File: src/rtl/dist_pkg.sv
// Shared types and helpers for the path segment emitter and its accumulator.
package dist_pkg;

  localparam int COORD_W     = 4;
  localparam int ACC_LATENCY = 4;

  typedef enum logic [1:0] {
    IDLE,
    PRIME,
    RUN,
    HOLD
  } seg_state_t;

  // |x - y| for unsigned coordinates, via a one-bit-wider signed difference.
  function automatic logic [COORD_W-1:0] abs_diff(input logic [COORD_W-1:0] x,
                                                  input logic [COORD_W-1:0] y);
    logic signed [COORD_W:0] d;
    logic signed [COORD_W:0] m;
    d = $signed({1'b0, x}) - $signed({1'b0, y});
    m = d[COORD_W] ? -d : d;
    return m[COORD_W-1:0];
  endfunction

endpackage

File: src/rtl/wp_fifo.sv
// Waypoint FIFO: registered occupancy, head visible combinationally, no bypass.
module wp_fifo #(
  parameter int DEPTH = 4,
  parameter int DW    = 8
) (
  input  logic                   clk,
  input  logic                   rst,
  input  logic                   push,
  input  logic [DW-1:0]          din,
  input  logic                   pop,
  output logic [DW-1:0]          dout,
  output logic                   full,
  output logic                   empty,
  output logic [$clog2(DEPTH):0] count
);

  localparam int AW = $clog2(DEPTH);

  logic [DW-1:0] r_mem [DEPTH];
  logic [AW-1:0] r_wr;
  logic [AW-1:0] r_rd;
  logic [AW:0]   r_count;
  logic          w_push;
  logic          w_pop;

  assign full   = (r_count == (AW+1)'(DEPTH));
  assign empty  = (r_count == '0);
  assign count  = r_count;
  assign dout   = r_mem[r_rd];
  assign w_push = push && !full;
  assign w_pop  = pop && !empty;

  // Storage array; contents are don't-care once the pointers reset.
  always_ff @(posedge clk) begin
    if (w_push) r_mem[r_wr] <= din;
  end

  // Pointer and occupancy update; simultaneous push and pop keep the count.
  always_ff @(posedge clk or negedge rst) begin
    if (!rst) begin
      r_wr    <= '0;
      r_rd    <= '0;
      r_count <= '0;
    end else begin
      if (w_push) r_wr <= r_wr + 1'b1;
      if (w_pop)  r_rd <= r_rd + 1'b1;
      case ({w_push, w_pop})
        2'b10:   r_count <= r_count + 1'b1;
        2'b01:   r_count <= r_count - 1'b1;
        default: r_count <= r_count;
      endcase
    end
  end

endmodule

File: src/rtl/path_segment_emitter.sv
// Buffers waypoints and emits per-segment |dx|,|dy| as one unbroken valid burst,
// followed by zero-delta hold beats covering the accumulator latency.
module path_segment_emitter
  import dist_pkg::*;
#(
  parameter int DEPTH    = 4,
  parameter int CNT_W    = 8,
  parameter int HOLD_CYC = ACC_LATENCY
) (
  input  logic               clk,
  input  logic               rst,
  input  logic [COORD_W-1:0] wp_x,
  input  logic [COORD_W-1:0] wp_y,
  input  logic               wp_valid,
  output logic               wp_ready,
  input  logic               path_start,
  input  logic [CNT_W-1:0]   path_len,
  output logic [COORD_W-1:0] a,
  output logic [COORD_W-1:0] b,
  output logic               valid,
  output logic               busy,
  output logic               path_done,
  output logic [CNT_W-1:0]   stall_cnt
);

  localparam int                 DW        = 2 * COORD_W;
  localparam logic [CNT_W-1:0]   HOLD_LAST = CNT_W'(HOLD_CYC);

  seg_state_t           r_state;
  logic [CNT_W-1:0]     r_remaining;
  logic [CNT_W-1:0]     r_hold;
  logic [COORD_W-1:0]   r_prev_x;
  logic [COORD_W-1:0]   r_prev_y;
  logic [COORD_W-1:0]   r_a;
  logic [COORD_W-1:0]   r_b;
  logic                 r_valid;
  logic                 r_busy;
  logic                 r_done;
  logic [CNT_W-1:0]     r_stall;

  logic                 w_full;
  logic                 w_empty;
  logic                 w_pop;
  logic [DW-1:0]        w_head;
  logic [COORD_W-1:0]   w_head_x;
  logic [COORD_W-1:0]   w_head_y;
  // Occupancy is not needed here: full/empty cover every decision.
  logic [$clog2(DEPTH):0] w_count_unused;

  assign wp_ready  = !w_full;
  assign w_pop     = ((r_state == PRIME) || (r_state == RUN)) && !w_empty;
  assign w_head_x  = w_head[DW-1:COORD_W];
  assign w_head_y  = w_head[COORD_W-1:0];

  assign a         = r_a;
  assign b         = r_b;
  assign valid     = r_valid;
  assign busy      = r_busy;
  assign path_done = r_done;
  assign stall_cnt = r_stall;

  wp_fifo #(
    .DEPTH (DEPTH),
    .DW    (DW)
  ) u_fifo (
    .clk   (clk),
    .rst   (rst),
    .push  (wp_valid),
    .din   ({wp_x, wp_y}),
    .pop   (w_pop),
    .dout  (w_head),
    .full  (w_full),
    .empty (w_empty),
    .count (w_count_unused)
  );

  // Path sequencer with registered outputs. RUN always has remaining >= 1,
  // so the pop that brings it to zero is the last segment. HOLD spends
  // HOLD_CYC valid beats plus one extra cycle that drops valid and pulses done.
  always_ff @(posedge clk or negedge rst) begin
    if (!rst) begin
      r_state     <= IDLE;
      r_remaining <= '0;
      r_hold      <= '0;
      r_prev_x    <= '0;
      r_prev_y    <= '0;
      r_a         <= '0;
      r_b         <= '0;
      r_valid     <= 1'b0;
      r_busy      <= 1'b0;
      r_done      <= 1'b0;
      r_stall     <= '0;
    end else begin
      case (r_state)
        IDLE: begin
          r_valid <= 1'b0;
          r_a     <= '0;
          r_b     <= '0;
          r_done  <= 1'b0;
          if (path_start && (path_len != '0)) begin
            r_remaining <= path_len;
            r_stall     <= '0;
            r_busy      <= 1'b1;
            r_state     <= PRIME;
          end
        end
        PRIME: begin
          if (!w_empty) begin
            r_prev_x <= w_head_x;
            r_prev_y <= w_head_y;
            r_state  <= RUN;
          end
        end
        RUN: begin
          r_valid <= 1'b1;
          if (!w_empty) begin
            r_a         <= abs_diff(w_head_x, r_prev_x);
            r_b         <= abs_diff(w_head_y, r_prev_y);
            r_prev_x    <= w_head_x;
            r_prev_y    <= w_head_y;
            r_remaining <= r_remaining - 1'b1;
            if (r_remaining == CNT_W'(1)) begin
              r_hold  <= '0;
              r_state <= HOLD;
            end
          end else begin
            r_a <= '0;
            r_b <= '0;
            if (r_stall != '1) r_stall <= r_stall + 1'b1;
          end
        end
        HOLD: begin
          r_a <= '0;
          r_b <= '0;
          if (r_hold == HOLD_LAST) begin
            r_valid <= 1'b0;
            r_done  <= 1'b1;
            r_busy  <= 1'b0;
            r_state <= IDLE;
          end else begin
            r_valid <= 1'b1;
            r_hold  <= r_hold + 1'b1;
          end
        end
        default: r_state <= IDLE;
      endcase
    end
  end

endmodule

File: config.mk
export PLATFORM = sky130hd
export DESIGN_NAME = path_segment_emitter
export DESIGN_NICKNAME = d
export VERILOG_FILES = /design/src/rtl/dist_pkg.sv /design/src/rtl/wp_fifo.sv /design/src/rtl/path_segment_emitter.sv
export SDC_FILE = /design/constraint.sdc
export NUM_CORES = 1
export LEC_CHECK = 0
export CAP_MARGIN = 20
export CORE_AREA = 3 3 70 121
export DETAILED_ROUTE_END_ITERATION = 12
export DIE_AREA = 0 0 73 124
export PLACE_DENSITY = 0.79
export SETUP_SLACK_MARGIN = 0.15
export SLEW_MARGIN = 20
export SYNTH_ARGS = -nofsm -noshare
export SYNTH_HDL_FRONTEND = slang
export SYNTH_SLANG_ARGS = --single-unit
File: constraint.sdc
create_clock -name clk -period 3.5 [get_ports clk]
set_clock_uncertainty 0.2 [all_clocks]
set_input_delay 0.35 -clock clk [delete_from_list [all_inputs] [get_ports clk]]
set_output_delay 0.35 -clock clk [all_outputs]
set_load 0.05 [all_outputs]
==> flow_metrics.env <==
export IMPL_grt_pass1_wl_mm=14.6
export IMPL_start_util_pct=56.5
export IMPL_hold_viol=0
export IMPL_postCtsSetupRepairBufs=0
export IMPL_combinationalPowerShare_pct=52.8
export IMPL_synth_most_common_cell="sky130_fd_sc_hd__dfrtp_1"
export IMPL_final_cell_count_no_fill=507
export IMPL_wire_per_inst_um=17.0
export IMPL_synth_seq_area_share_pct=52.5
export IMPL_worstPathArrival_ns=2.99
export IMPL_cp_data_required_time_ns=3.52
export IMPL_place_port_buffers=39
export IMPL_power_leakage_nw=2.12
export IMPL_synthArstFlopShare_pct=61.9
export IMPL_fin_setup_tns_ns=0
export IMPL_crit_type="flip-flop to flip-flop"
export IMPL_cts_buffers=9
export IMPL_placed_area_um2=4800
export IMPL_grt_overflow_total=0
export IMPL_smallest_hold_slack_ns=0.294
export IMPL_synth_top_cells_by_area="sky130_fd_sc_hd__dfrtp_1 30%, sky130_fd_sc_hd__edfxtp_1 22%, sky130_fd_sc_hd__ha_1 7.0%"
export IMPL_synthCells=369
export IMPL_run_status="finished clean"
export IMPL_ioPinCount=40
export IMPL_syn_nets=416
export IMPL_final_antenna_net_count=0
export IMPL_antenna_found_initial=0
export IMPL_worst_path_max_fanout=6
export IMPL_die_height_um=124
export IMPL_synthesis_area_per_instance_um2=11.7
export IMPL_setup_worst_path_start_class="flip-flop"
export IMPL_p_int_mw=3.18
export IMPL_synth_flop_cell="sky130_fd_sc_hd__dfrtp_1"
export IMPL_first_global_vias=3253
export IMPL_global_route_total_usage_across_every_layer_pct=21.3
export IMPL_max_vdd_drop_uv=624
export IMPL_clkSinkCount=84
export IMPL_max_freq_mhz=338
export IMPL_die_area_um2=9050
export IMPL_slew_headroom_pct=37.6
export IMPL_cts_reportedPaths_clkPinSlew_ns=0.06
export IMPL_detailedPlace_worstSlack_ns=0.514
export IMPL_share_clk_of_total_power_pct=17.1
export IMPL_max_clock_buf_depth=2
export IMPL_area_growth_syn_to_layout_pct=18.5
export IMPL_timing_critical_path_to_type="flip-flop"
export IMPL_whs_path_depth=2
export IMPL_sequentialPowerShare_pct=30.1
export IMPL_globalplace_congestion=0.846
export IMPL_routed_via_count=3031
export IMPL_fin_area_um2=5100
export IMPL_fraction_of_power_spent_switching_nets_pct=41.1
export IMPL_clock_tree_root_cell="sky130_fd_sc_hd__clkbuf_16"
export IMPL_total_number_of_placement_rows=42
export IMPL_cts_repair_resizes=0
export IMPL_syn_cell_area_um2=4310
export IMPL_cts_tree="yes"
export IMPL_final_net_count=461
export IMPL_p_total_mw=5.40
export IMPL_timing_final_crit_share_pct=84.6
export IMPL_layout_drive_gt1_share_pct=9.55
export IMPL_worstSkewPairLatency_ns=0.34
export IMPL_reg2reg_depth=9
export IMPL_fin_util_pct=67.0
export IMPL_postSynthRegisterBits=84
export IMPL_worst_min_delay_path_class="flip-flop to flip-flop"
export IMPL_final_min_clock_period_ns=2.96
export IMPL_place_detailed_hpwl_mm=6.44
export IMPL_cap_viol_max_count=0
export IMPL_drt_initial_drc_count=146
export IMPL_drcViolationCount=0
export IMPL_yosysTopAreaCellShare_pct=30.2
export IMPL_final_setup_worst_slack_ns=0.538
export IMPL_power_per_cell_area_nw_per_um2=1060
export IMPL_ys_types=44
export IMPL_placed_cells_incl_taps=490
export IMPL_finalSetupViolCount=0
export IMPL_die_x_um=73
export IMPL_yosys_area_top_type="sky130_fd_sc_hd__dfrtp_1"
export IMPL_grt_setup_unrepaired="false"
export IMPL_vias_per_cell=5.98
export IMPL_detailedRoute_firstPassIterationCount=4
export IMPL_hold_buffers=1
export IMPL_total_switching_power_mw=2.22
export IMPL_core_area_um2=7620
export IMPL_yosysWarningCount=0
export IMPL_tightest_slew_ns=0.936
export IMPL_final_max_slew_violation_count=0
export IMPL_synth_edf_count=32
export IMPL_maximum_number_of_pins_on_one_net_before_global_route_repair=43
export IMPL_n_antenna_cell=0
export IMPL_h_tree_depth=3
export IMPL_synth_cells_most_frequent="52 x sky130_fd_sc_hd__dfrtp_1, 32 x sky130_fd_sc_hd__edfxtp_1, 32 x sky130_fd_sc_hd__nand2_1"
export IMPL_detail_route_wirelength_mm=8.64
-- power groups by stage --
stage	Combinational [mW]	Clock (mW)	Sequential (mW)
after floorplan	2.06	0	1.74
after global placement	2.71	0	1.62
after detailed placement	2.86	0	1.64
after CTS	2.89	0.945	1.63
after global routing	3.19	0.988	1.67
final	2.85	0.925	1.62
-- worst max-delay path, stage by stage (launching register included) --
cell                      delay (ns)
sky130_fd_sc_hd__dfrtp_1        0.53
sky130_fd_sc_hd__mux4_2         0.55
sky130_fd_sc_hd__inv_1          0.10
sky130_fd_sc_hd__ha_1           0.15
sky130_fd_sc_hd__inv_1          0.06
sky130_fd_sc_hd__fa_1           0.50
sky130_fd_sc_hd__inv_1          0.06
sky130_fd_sc_hd__ha_1           0.26
sky130_fd_sc_hd__mux2_2         0.25
sky130_fd_sc_hd__a22o_1         0.19
-- path summary, 6_finish.rpt --
| kind | to | slack [ns] | startpoint |
|---|---|---|---|
| setup / recovery | a[1] | 0.54 | u_fifo.r_rd[0] |
| setup reg to reg | a[1] | 0.54 | u_fifo.r_rd[0] |
| hold / removal | valid | 0.29 | valid |
| min in group asynchronous | r_remaining[2] | 0.48 | rst |
| max in group asynchronous | r_prev_x[1] | 1.88 | rst |
| hold reg to reg | valid | 0.29 | valid |
-- layout make-up --
type,instances,area (um2)
Clock buffer,11,243
Clock inverter,5,51.3
Fill cell,576,2520
Inverter,30,113
Multi-Input combinational cell,244,1890
Sequential cell,84,2260
Tap cell,88,110
Timing Repair Buffer,45,433
-- state kept, by name, summed over array words and instances (netlist names) --
| signal | count |
|---|---|
| stall_cnt | 8 |
| u_fifo.count | 3 |
| a | 4 |
| r_state | 2 |
| u_fifo.r_wr | 2 |
| u_fifo.r_rd | 2 |
| valid | 1 |
| busy | 1 |
| path_done | 1 |
| r_hold | 8 |
| r_prev_y | 4 |
| r_prev_x | 4 |
| u_fifo.r_mem | 32 |
| b | 4 |
| r_remaining | 8 |
-- layer usage --
layer	up-vias	global-route usage (%)	part of all wire (%)
li1	1451	-	-
met1	1508	21.9	37
met2	59	39.7	58
met3	13	5.17	3.4
met4	0	8.89	2.2
met5	-	0	0
-- cell families after synthesis --
logic type / share of synthesized area (%)
buf+inv: 3.57
simple gates: 11.7
xor+xnor: 4.07
compound gates: 12.1
mux: 7.70
fa+ha+maj: 8.37
flops: 52.5
-- cells in the final DEF, fill, tap and decap left out, types with 3 or more instances in the layout --
cell and instances:
sky130_fd_sc_hd__a21o_1 3, sky130_fd_sc_hd__a21oi_1 10, sky130_fd_sc_hd__a22o_1 7, sky130_fd_sc_hd__a31oi_1 5, sky130_fd_sc_hd__and3_1 7, sky130_fd_sc_hd__buf_4 5
sky130_fd_sc_hd__clkbuf_16 9, sky130_fd_sc_hd__clkdlybuf4s50_1 38, sky130_fd_sc_hd__dfrtp_1 52, sky130_fd_sc_hd__edfxtp_1 32, sky130_fd_sc_hd__fa_1 3, sky130_fd_sc_hd__ha_1 24
sky130_fd_sc_hd__inv_1 29, sky130_fd_sc_hd__mux2_2 8, sky130_fd_sc_hd__mux2i_1 5, sky130_fd_sc_hd__mux4_2 8, sky130_fd_sc_hd__nand2_1 32, sky130_fd_sc_hd__nand2b_1 3
sky130_fd_sc_hd__nand3_1 11, sky130_fd_sc_hd__nand4_1 7, sky130_fd_sc_hd__nor2_1 17, sky130_fd_sc_hd__nor3_1 5, sky130_fd_sc_hd__nor3b_1 5, sky130_fd_sc_hd__o2111ai_1 3
sky130_fd_sc_hd__o211ai_1 6, sky130_fd_sc_hd__o21ai_0 16, sky130_fd_sc_hd__o21ai_1 3, sky130_fd_sc_hd__o22ai_1 10, sky130_fd_sc_hd__o31ai_1 5, sky130_fd_sc_hd__or4_1 5
sky130_fd_sc_hd__xnor2_1 12, sky130_fd_sc_hd__xor2_1 8
(Power assumes the default switching activity.)
